<file path="config.mk">
export PLATFORM = sky130hd
export DESIGN_NAME = morse_keyer_tx
export DESIGN_NICKNAME = d
export VERILOG_FILES = /design/src/rtl/morse_keyer_tx.sv
export SDC_FILE = /design/constraint.sdc
export NUM_CORES = 1
export LEC_CHECK = 0
export ABC_AREA = 0
export CORE_UTILIZATION = 25
export CTS_CLUSTER_SIZE = 12
export DETAILED_ROUTE_END_ITERATION = 6
export RECOVER_POWER = 25
export SYNTH_ARGS = -nofsm -noshare
export SYNTH_HDL_FRONTEND = slang
export SYNTH_SLANG_ARGS = --single-unit
</file>
<file path="constraint.sdc">
create_clock -name clk -period 4.65 [get_ports clk]
set_input_delay 1.1625 -clock clk [delete_from_list [all_inputs] [get_ports clk]]
set_output_delay 1.1625 -clock clk [all_outputs]
set_load 0.01 [all_outputs]
</file>
<file path="src/rtl/morse_keyer_tx.sv">
// Character-to-Morse transmitter: looks up a 10-bit packed code per ASCII character and keys it out.
// Optional feature: define MORSE_LOWERCASE_EN to key 'a'-'z' as their uppercase equivalents.
module morse_keyer_tx #(
    parameter int unsigned UNIT_CYCLES = 4
) (
    input  logic       clk,
    input  logic       rst,
    input  logic [7:0] char_in,
    input  logic       char_valid,
    output logic       char_ready,
    output logic       key_out,
    output logic       busy,
    output logic [9:0] code_out,
    output logic       code_valid,
    output logic       err
);

    localparam int unsigned CW = $clog2(4 * UNIT_CYCLES + 1);

    localparam logic [CW-1:0] ONE_U   = CW'(UNIT_CYCLES);
    localparam logic [CW-1:0] THREE_U = CW'(3 * UNIT_CYCLES);
    localparam logic [CW-1:0] FOUR_U  = CW'(4 * UNIT_CYCLES);

    localparam logic [2:0] IDLE       = 3'd0;
    localparam logic [2:0] MARK       = 3'd1;
    localparam logic [2:0] SYM_GAP    = 3'd2;
    localparam logic [2:0] LETTER_GAP = 3'd3;
    localparam logic [2:0] WORD_GAP   = 3'd4;

    localparam logic [9:0] CODE_SPACE = 10'b1011111111;
    localparam logic [9:0] CODE_BAD   = 10'b1111111111;

    logic [2:0]    state_q, state_d;
    logic [2:0]    idx_q, idx_d;
    logic [CW-1:0] cnt_q, cnt_d;
    logic [9:0]    code_q, code_d;
    logic          key_q, key_d;
    logic          cv_q, cv_d;
    logic          err_q, err_d;

    logic [7:0]    ch_fold;
    logic [9:0]    lut_code;
    logic [2:0]    idx_next;

    // Slot values: 00 dot, 01 dash, 11 pad; slot 0 is the MSB pair.
    function automatic logic [9:0] code_lookup(input logic [7:0] ch);
        case (ch)
            8'h20: code_lookup = CODE_SPACE;
            8'h30: code_lookup = 10'b0101010101;
            8'h31: code_lookup = 10'b0001010101;
            8'h32: code_lookup = 10'b0000010101;
            8'h33: code_lookup = 10'b0000000101;
            8'h34: code_lookup = 10'b0000000001;
            8'h35: code_lookup = 10'b0000000000;
            8'h36: code_lookup = 10'b0100000000;
            8'h37: code_lookup = 10'b0101000000;
            8'h38: code_lookup = 10'b0101010000;
            8'h39: code_lookup = 10'b0101010100;
            8'h41: code_lookup = 10'b0001111111;
            8'h42: code_lookup = 10'b0100000011;
            8'h43: code_lookup = 10'b0100010011;
            8'h44: code_lookup = 10'b0100001111;
            8'h45: code_lookup = 10'b0011111111;
            8'h46: code_lookup = 10'b0000010011;
            8'h47: code_lookup = 10'b0101001111;
            8'h48: code_lookup = 10'b0000000011;
            8'h49: code_lookup = 10'b0000111111;
            8'h4A: code_lookup = 10'b0001010111;
            8'h4B: code_lookup = 10'b0100011111;
            8'h4C: code_lookup = 10'b0001000011;
            8'h4D: code_lookup = 10'b0101111111;
            8'h4E: code_lookup = 10'b0100111111;
            8'h4F: code_lookup = 10'b0101011111;
            8'h50: code_lookup = 10'b0001010011;
            8'h51: code_lookup = 10'b0101000111;
            8'h52: code_lookup = 10'b0001001111;
            8'h53: code_lookup = 10'b0000001111;
            8'h54: code_lookup = 10'b0111111111;
            8'h55: code_lookup = 10'b0000011111;
            8'h56: code_lookup = 10'b0000000111;
            8'h57: code_lookup = 10'b0001011111;
            8'h58: code_lookup = 10'b0100000111;
            8'h59: code_lookup = 10'b0100010111;
            8'h5A: code_lookup = 10'b0101000011;
            default: code_lookup = CODE_BAD;
        endcase
    endfunction

    function automatic logic [1:0] slot_of(input logic [9:0] c, input logic [2:0] i);
        case (i)
            3'd0:    slot_of = c[9:8];
            3'd1:    slot_of = c[7:6];
            3'd2:    slot_of = c[5:4];
            3'd3:    slot_of = c[3:2];
            default: slot_of = c[1:0];
        endcase
    endfunction

    function automatic logic [CW-1:0] mark_len(input logic [1:0] s);
        mark_len = (s == 2'b01) ? THREE_U : ONE_U;
    endfunction

    always_comb begin
        ch_fold = char_in;
`ifdef MORSE_LOWERCASE_EN
        if (char_in >= 8'h61 && char_in <= 8'h7A) begin
            ch_fold = char_in - 8'h20;
        end
`endif
        lut_code = code_lookup(ch_fold);
    end

    assign idx_next = idx_q + 3'd1;

    always_comb begin
        state_d = state_q;
        idx_d   = idx_q;
        cnt_d   = cnt_q;
        code_d  = code_q;
        cv_d    = 1'b0;
        err_d   = 1'b0;

        case (state_q)
            IDLE: begin
                if (char_valid) begin
                    code_d = lut_code;
                    cv_d   = 1'b1;
                    idx_d  = '0;
                    if (lut_code == CODE_BAD) begin
                        err_d = 1'b1;
                        cnt_d = '0;
                    end else if (lut_code == CODE_SPACE) begin
                        state_d = WORD_GAP;
                        cnt_d   = FOUR_U;
                    end else begin
                        state_d = MARK;
                        cnt_d   = mark_len(slot_of(lut_code, 3'd0));
                    end
                end
            end
            MARK: begin
                if (cnt_q <= CW'(1)) begin
                    // A fifth symbol never looks ahead: slot index 4 always ends the letter.
                    if (idx_q < 3'd4 && slot_of(code_q, idx_next) != 2'b11) begin
                        state_d = SYM_GAP;
                        cnt_d   = ONE_U;
                    end else begin
                        state_d = LETTER_GAP;
                        cnt_d   = THREE_U;
                    end
                end else begin
                    cnt_d = cnt_q - CW'(1);
                end
            end
            SYM_GAP: begin
                if (cnt_q <= CW'(1)) begin
                    idx_d   = idx_next;
                    state_d = MARK;
                    cnt_d   = mark_len(slot_of(code_q, idx_next));
                end else begin
                    cnt_d = cnt_q - CW'(1);
                end
            end
            LETTER_GAP, WORD_GAP: begin
                if (cnt_q <= CW'(1)) begin
                    state_d = IDLE;
                    cnt_d   = '0;
                end else begin
                    cnt_d = cnt_q - CW'(1);
                end
            end
            default: begin
                state_d = IDLE;
                cnt_d   = '0;
                idx_d   = '0;
            end
        endcase

        key_d = (state_d == MARK);
    end

    always_ff @(posedge clk or posedge rst) begin
        if (rst) begin
            state_q <= IDLE;
            idx_q   <= '0;
            cnt_q   <= '0;
            code_q  <= '0;
            key_q   <= 1'b0;
            cv_q    <= 1'b0;
            err_q   <= 1'b0;
        end else begin
            state_q <= state_d;
            idx_q   <= idx_d;
            cnt_q   <= cnt_d;
            code_q  <= code_d;
            key_q   <= key_d;
            cv_q    <= cv_d;
            err_q   <= err_d;
        end
    end

    assign char_ready = (state_q == IDLE);
    assign busy       = (state_q != IDLE);
    assign key_out    = key_q;
    assign code_out   = code_q;
    assign code_valid = cv_q;
    assign err        = err_q;

endmodule

</file>
==> metrics.md, run 1 <==
| Metric | Value |
|---|---|
| Num Clock Sinks | `24` |
| Die X | `92.4 um` |
| Seq/Total Area, Yosys | `29.4%` |
| R2R Setup Slk | `2440 ps` |
| Fin worst setup slack | `1120 ps` |
| Endpoints failing setup | `0` |
| Synthesized net count | `276` |
| Fmax achieved | `0.283 GHz` |
| Total power | `1.18 mW` |
| Worst path cell trace | `clkdlybuf4s50_1 > inv_1 > ha_1 > nor3b_1 > a31oi_1 > or4b_1 > a21o_1 > or2_4 > o22ai_2` |
| Vias | `1862` |
| Setup repair after global routing missed its margin | `no` |
| Lkg Pwr | `0.966 nW` |
| Cell area power density | `491 mW/mm^2` |
| Routed WL per cell | `13.8 um` |
| Max Used Layer | `met4` |
| Crit path DAT | `3720 ps` |
| Synthesized flop and latch total | `24` |
| CTS Hold Bufs | `0` |
| Root Driver | `clkbuf_8` |
| CP Launch Type | `input pin` |
| Share of Yosys cell area claimed by the top area cell type | `29.4%` |
| Final critical-path share of the clock period | `75.9%` |
| Die Y | `92.4 um` |
| CTS tree | `yes` |
| Crit path kind | `in2reg` |
| Die area | `0.00853 mm^2` |
| Total global-route track usage | `12.3%` |
| Synth top area cells | `dfrtp_1 29%, ha_1 9.2%, o21ai_0 4.4%, nand2_1 4.4%, nand2b_1 4.3%` |
| Final Skew | `3.01 ps` |
| Commonest cells after routing, fill and taps aside | `24 x nand2_1, 24 x dfrtp_1, 23 x clkdlybuf4s50_1` |
| Clock network fraction of total power | `12.2%` |
| Max Cap Viol | `0` |
| First DRT Iteration DRCs | `114` |
| H-tree Lvls | `1` |
| RR Endpoint | `code_out[4]$_DFFE_PP0P_` |
| Asr flop ratio synth | `100%` |
| Port Buffer Count | `25` |
| Worst slack at placement | `851 ps` |
| Area Overhead vs Synth | `18.1%` |
| Avg Cell Area, Syn | `8.17 um^2` |
| CTS resizes | `0` |
| Outcome | `finished clean` |
| Nets | `293` |
| RR Startpoint | `state_q[2]$_DFF_PP0_` |
| Yosys warns | `0` |
| Setup total negative slack | `0 ps` |
| Distinct cell type count after synthesis | `52` |
| Yosys top cell by area | `dfrtp_1` |
| WL met2 | `2260 um` |
| Crit-path max cell delay | `600 ps` |
| Initial antenna violation count | `0` |
| Max IR drop VDD | `0.126 mV` |
| Antenna Nets Post-Route | `0` |
| Gate count of the mapped netlist | `250` |
| WL final | `5080 um` |
| Reg clk slew, reported paths | `90 ps` |
| Vias in the first global route | `1728` |
| WP data required | `4840 ps` |
| Met1 wire length | `2610 um` |
| Share of layout cells above drive strength 1 | `6.02%` |
| Core area | `0.00781 mm^2` |
| Worst slew pin tran | `935 ps` |
| Worst Hold Path Cells | `2` |
| Slew Limit Fails | `0` |
| Max FO, Critical Path | `11` |
| Slowest-stage cell, CP | `clkdlybuf4s50_1` |
| Vias per Instance | `5.06` |
| Flop pwr share | `32.7%` |
| Worst hold path class | `reg2reg` |
| Initial Util | `26.2%` |
| Fin. Hold Viols | `0` |
| DRC | `0` |
| Internal power | `0.683 mW` |
| Logic pwr share | `55.1%` |
| Io pins | `26` |
| Main synth FF type | `dfrtp_1` |
| Grt total ovfl | `0` |
| Number of synthesized flops with an enable pin | `0` |
| Switching Share | `42.4%` |
| CTS Buf Count | `3` |
| Routability congestion estimate | `0.880` |
| Worst reg-to-reg path cell count | `5` |
| Total setup buffers inserted after CTS | `0` |
| Worst skew pair latency | `270 ps` |
| Drt pass-1 iters | `4` |
| WL met3 | `156 um` |
| Largest net degree at the start of global routing | `33` |
| Global-route wire length before repair | `8510 um` |
| Clock buffer depth | `2` |
| # diodes | `0` |
| Switching power total | `0.502 mW` |
| Min cycle time layout | `3530 ps` |
| Worst Setup SP | `char_in[1]` |
| Rows | `32` |
| Worst slew margin | `37.6%` |
| Critical path capture point type | `flip-flop` |
| Critical path endpoint | `state_q[2]$_DFF_PP0_` |
| Post-DP HPWL | `3900 um` |
| Synthesized cell area | `0.00204 mm^2` |
==> Yosys cell counts (3+ instances only) <==
cell type / instances
dfrtp_1: 24
nand2_1: 24
o21ai_0: 18
a21oi_1: 17
ha_1: 15
inv_1: 14
nand2b_1: 14
nor2_1: 13
nor2b_1: 9
buf_2: 8
a22oi_1: 6
nand3_1: 6
nor3_1: 6
a31oi_1: 5
o2bb2ai_1: 5
o31ai_1: 5
or2_2: 5
clkbuf_1: 4
mux2_2: 4
mux2i_1: 4
nor3b_1: 3
or3_1: 3
==> logic make-up after synthesis <==
group                      count (synthesis)  share of synthesized area, %
DFF                                       24                          29.4
muxes                                      8                          4.17
AOI/OAI and AO/OA                         78                          24.8
adders and majority gates                 15                          9.19
and+or+nand+nor                           95                          25.7
xor gates and xnor gates                   2                         0.858
buffers and inverters                     28                          5.82
==> power by group through the flow <==
stage,registers [mW],clock network [mW],logic (mW)
floorplan,0.372,0,0.446
global placement,0.393,0,0.641
detailed placement,0.391,0,0.651
CTS,0.386,0.148,0.655
global route,0.403,0.157,0.730
finish,0.388,0.144,0.652
==> per-stage QoR <==
step	util, %	hold WS (ps)	cell area [um^2]	cells
after global placement	30.2	509	2360	364
after floorplan	-	506	2040	250
after CTS	30.9	542	2410	368
after global routing	30.9	586	2410	368
final	30.9	541	2410	368
after detailed placement	30.2	522	2360	364
==> worst max-delay path: cells and delay by family <==
family	cells	cell delay, ps
fa+ha+maj	1	330
compound gates	3	430
simple gates	3	990
buf+inv	2	810
==> flip-flops by register name, indices dropped and copies added (netlist names) <==
register	cells
cnt_q	5
state_q	3
key_out	1
code_out	10
code_valid	1
err	1
idx_q	3
==> layer usage <==
layer,track usage (%),vias up
li1,-,934
met1,18.2,884
met2,18.5,40
met3,1.64,4
met4,3.26,0
met5,0,-
==> cell type report <==
type,instances,area (um^2)
Inverter,15,56.3
Clock buffer,4,55.1
Tap cell,102,128
Timing Repair Buffer,25,250
Fill cell,819,5400
Multi-Input combinational cell,198,1320
Sequential cell,24,601
==> worst min path at each step <==
stage / slack (ps) / endpoint / start
final: 540 / code_out[3]$_DFFE_PP0P_ / code_out[3]$_DFFE_PP0P_
after global placement: 510 / code_out[2]$_DFFE_PP0P_ / code_out[2]$_DFFE_PP0P_
after global routing: 590 / code_out[0]$_DFFE_PP0P_ / code_out[0]$_DFFE_PP0P_
after floorplan: 510 / cnt_q[4]$_DFFE_PP0P_ / cnt_q[4]$_DFFE_PP0P_
after detailed placement: 520 / code_out[5]$_DFFE_PP0P_ / code_out[5]$_DFFE_PP0P_
after CTS: 540 / code_out[5]$_DFFE_PP0P_ / code_out[5]$_DFFE_PP0P_
Power figures use the tool's default switching activity.
==> run 2, diff against run 1 <==
==> constraint.sdc (replaced) <==
create_clock -name clk -period 3.1 [get_ports clk]
set_input_delay 0.775 -clock clk [delete_from_list [all_inputs] [get_ports clk]]
set_output_delay 0.775 -clock clk [all_outputs]
set_load 0.01 [all_outputs]
==> metrics.md, run 2 (same netlist as run 1, synthesis figures left out) <==
| Metric | Value |
|---|---|
| Nets | `311 (was 293)` |
| First DRT Iteration DRCs | `99 (was 114)` |
| Die Y | `92.4 um (unchanged)` |
| Max FO, Critical Path | `5 (was 11)` |
| Die X | `92.4 um (unchanged)` |
| Switching Share | `42.0% (was 42.4%)` |
| Worst skew pair latency | `270 ps (about the same)` |
| Max IR drop VDD | `0.176 mV (was 0.126 mV)` |
| Design Area, Final | `0.00254 mm^2 (was 0.00241 mm^2)` |
| Grt total ovfl | `0 (unchanged)` |
| Die area | `0.00853 mm^2 (unchanged)` |
| WL final | `5260 um (was 5080 um)` |
| Vias in the first global route | `1773 (was 1728)` |
| Crit path DAT | `2990 ps (was 3720 ps)` |
| Fmax achieved | `0.358 GHz` |
| Commonest cells after routing, fill and taps aside | `24 x nand2_1, 24 x dfrtp_1, 24 x clkdlybuf4s50_1 (was 24 x nand2_1, 24 x dfrtp_1, 23 x clkdlybuf4s50_1)` |
| Largest net degree at the start of global routing | `25 (was 33)` |
| Cell area power density | `707 mW/mm^2 (was 491 mW/mm^2)` |
| Max Cap Viol | `0 (unchanged)` |
| Min cycle time layout | `2790 ps` |
| Setup total negative slack | `0 ps (unchanged)` |
| Num Clock Sinks | `24 (unchanged)` |
| Worst slew pin tran | `1340 ps (was 935 ps)` |
| CTS tree | `yes (unchanged)` |
| CTS resizes | `0 (unchanged)` |
| Antenna Nets Post-Route | `0 (unchanged)` |
| Routability congestion estimate | `0.915 (was 0.880)` |
| Outcome | `finished clean (unchanged)` |
| Fill count | `825 (was 819)` |
| Core area | `0.00781 mm^2 (unchanged)` |
| CTS Hold Bufs | `0 (unchanged)` |
| Critical path capture point type | `flip-flop (unchanged)` |
| Placed cell areas | `0.00249 mm^2 (was 0.00236 mm^2)` |
| CTS Buf Count | `3 (unchanged)` |
| Routed WL per cell | `13.6 um (was 13.8 um)` |
| Io pins | `26 (unchanged)` |
| Initial antenna violation count | `0 (unchanged)` |
| Lkg Pwr | `1.05 nW (was 0.966 nW)` |
| Max reg flops | `10 (unchanged)` |
| Area Overhead vs Synth | `24.6% (was 18.1%)` |
| Clock network fraction of total power | `12.2% (about the same)` |
| Endpoints failing setup | `0 (unchanged)` |
| Global-route wire length before repair | `8580 um (was 8510 um)` |
| Switching power total | `0.755 mW (was 0.502 mW)` |
| Setup repair after global routing missed its margin | `no (unchanged)` |
| Clock buffer depth | `2 (unchanged)` |
| Post-DP HPWL | `4110 um (was 3900 um)` |
| Reg clk slew, reported paths | `90 ps (about the same)` |
| Crit path kind | `in2reg (unchanged)` |
| Final Skew | `3.73 ps (was 3.01 ps)` |
| Final critical-path share of the clock period | `90.1%` |
| Internal power | `1.04 mW (was 0.683 mW)` |
| Root Driver | `clkbuf_8 (unchanged)` |
| Worst hold path class | `reg2reg (unchanged)` |
| WP data required | `3300 ps (was 4840 ps)` |
| Initial Util | `26.2% (unchanged)` |
| Worst slew margin | `10.9% (was 37.6%)` |
| Vias per Instance | `4.98 (was 5.06)` |
| Fin. Hold Viols | `0 (unchanged)` |
| Rows | `32 (unchanged)` |
| Total global-route track usage | `12.4% (was 12.3%)` |
| Share of layout cells above drive strength 1 | `11.6% (was 6.02%)` |
| # diodes | `0 (unchanged)` |
| CP Launch Type | `input pin (unchanged)` |
| Slew Limit Fails | `0 (unchanged)` |
| Drt pass-1 iters | `4 (unchanged)` |
| H-tree Lvls | `1 (unchanged)` |
| DRC | `0 (unchanged)` |
| Logic pwr share | `55.5% (was 55.1%)` |
| Total setup buffers inserted after CTS | `0 (unchanged)` |
| Vias | `1922 (was 1862)` |
| Flop pwr share | `32.3% (was 32.7%)` |
| Port Buffer Count | `25 (unchanged)` |
-- run 2: worst max-delay path, cell delays in order --
cell             delay (ps)
clkdlybuf4s50_1         410
inv_1                   160
ha_1                    240
nor3b_1                 230
a31oi_1                  60
or4b_1                  510
a21o_1                  210
or2_4                   240
o22ai_2                 160
-- run 2: layout make-up --
cell class	count	area (um^2)	area share (%)
Timing Repair Buffer	43	382	15.0
Clock buffer	4	55.1	2.16
Tap cell	102	128	5.02
Sequential cell	24	601	23.6
Inverter	15	56.3	2.21
Multi-Input combinational cell	198	1320	52.0
-- run 2: path summary, 6_finish.rpt --
path                                         start                 endpoint  slack, ps  depth (start not counted)
setup / recovery                        char_in[0]     state_q[2]$_DFF_PP0_        310                          9
hold / removal             code_out[0]$_DFFE_PP0P_  code_out[0]$_DFFE_PP0P_        540                          2
setup reg to reg              idx_q[0]$_DFFE_PP0P_        key_out$_DFF_PP0_        960                          7
hold reg to reg            code_out[0]$_DFFE_PP0P_  code_out[0]$_DFFE_PP0P_        540                          2
max in group asynchronous                      rst  code_out[0]$_DFFE_PP0P_        930                          3
min in group asynchronous                      rst     state_q[1]$_DFF_PP0_       1380                          3
-- run 2: through the flow --
| step | hold WS [ps] | power (mW) | setup WS, ps | instances | utilization, % |
|---|---|---|---|---|---|
| detailed placement | 526 | 1.58 | 23.1 | 382 | 31.9 |
| global route | 574 | 1.95 | 157 | 386 | 32.6 |
| floorplan | 506 | 1.23 | 631 | 250 | - |
| finish | 540 | 1.80 | 308 | 386 | 32.6 |
| CTS | 547 | 1.81 | 300 | 386 | 32.6 |
| global placement | 505 | 1.57 | 105 | 382 | 31.9 |
-- run 2: metal layers --
layer / track usage (%) / wire length [um] / vias to the layer above
li1: - / - / 968
met1: 17.8 / 2640 / 900
met2: 20.2 / 2400 / 46
met3: 1.07 / 170 / 8
met4: 3.13 / 52 / 0
met5: 0 / 0 / -
-- run 2: power groups by stage --
| stage | Combinational [mW] | Clock, mW | Sequential [mW] |
|---|---|---|---|
| 2_1_floorplan | 0.669 | 0 | 0.557 |
| 3_3_place_gp | 0.981 | 0 | 0.587 |
| 3_5_place_dp | 0.998 | 0 | 0.587 |
| 4_1_cts | 1.00 | 0.224 | 0.579 |
| 5_1_grt | 1.11 | 0.235 | 0.600 |
| 6_report | 0.998 | 0.219 | 0.581 |
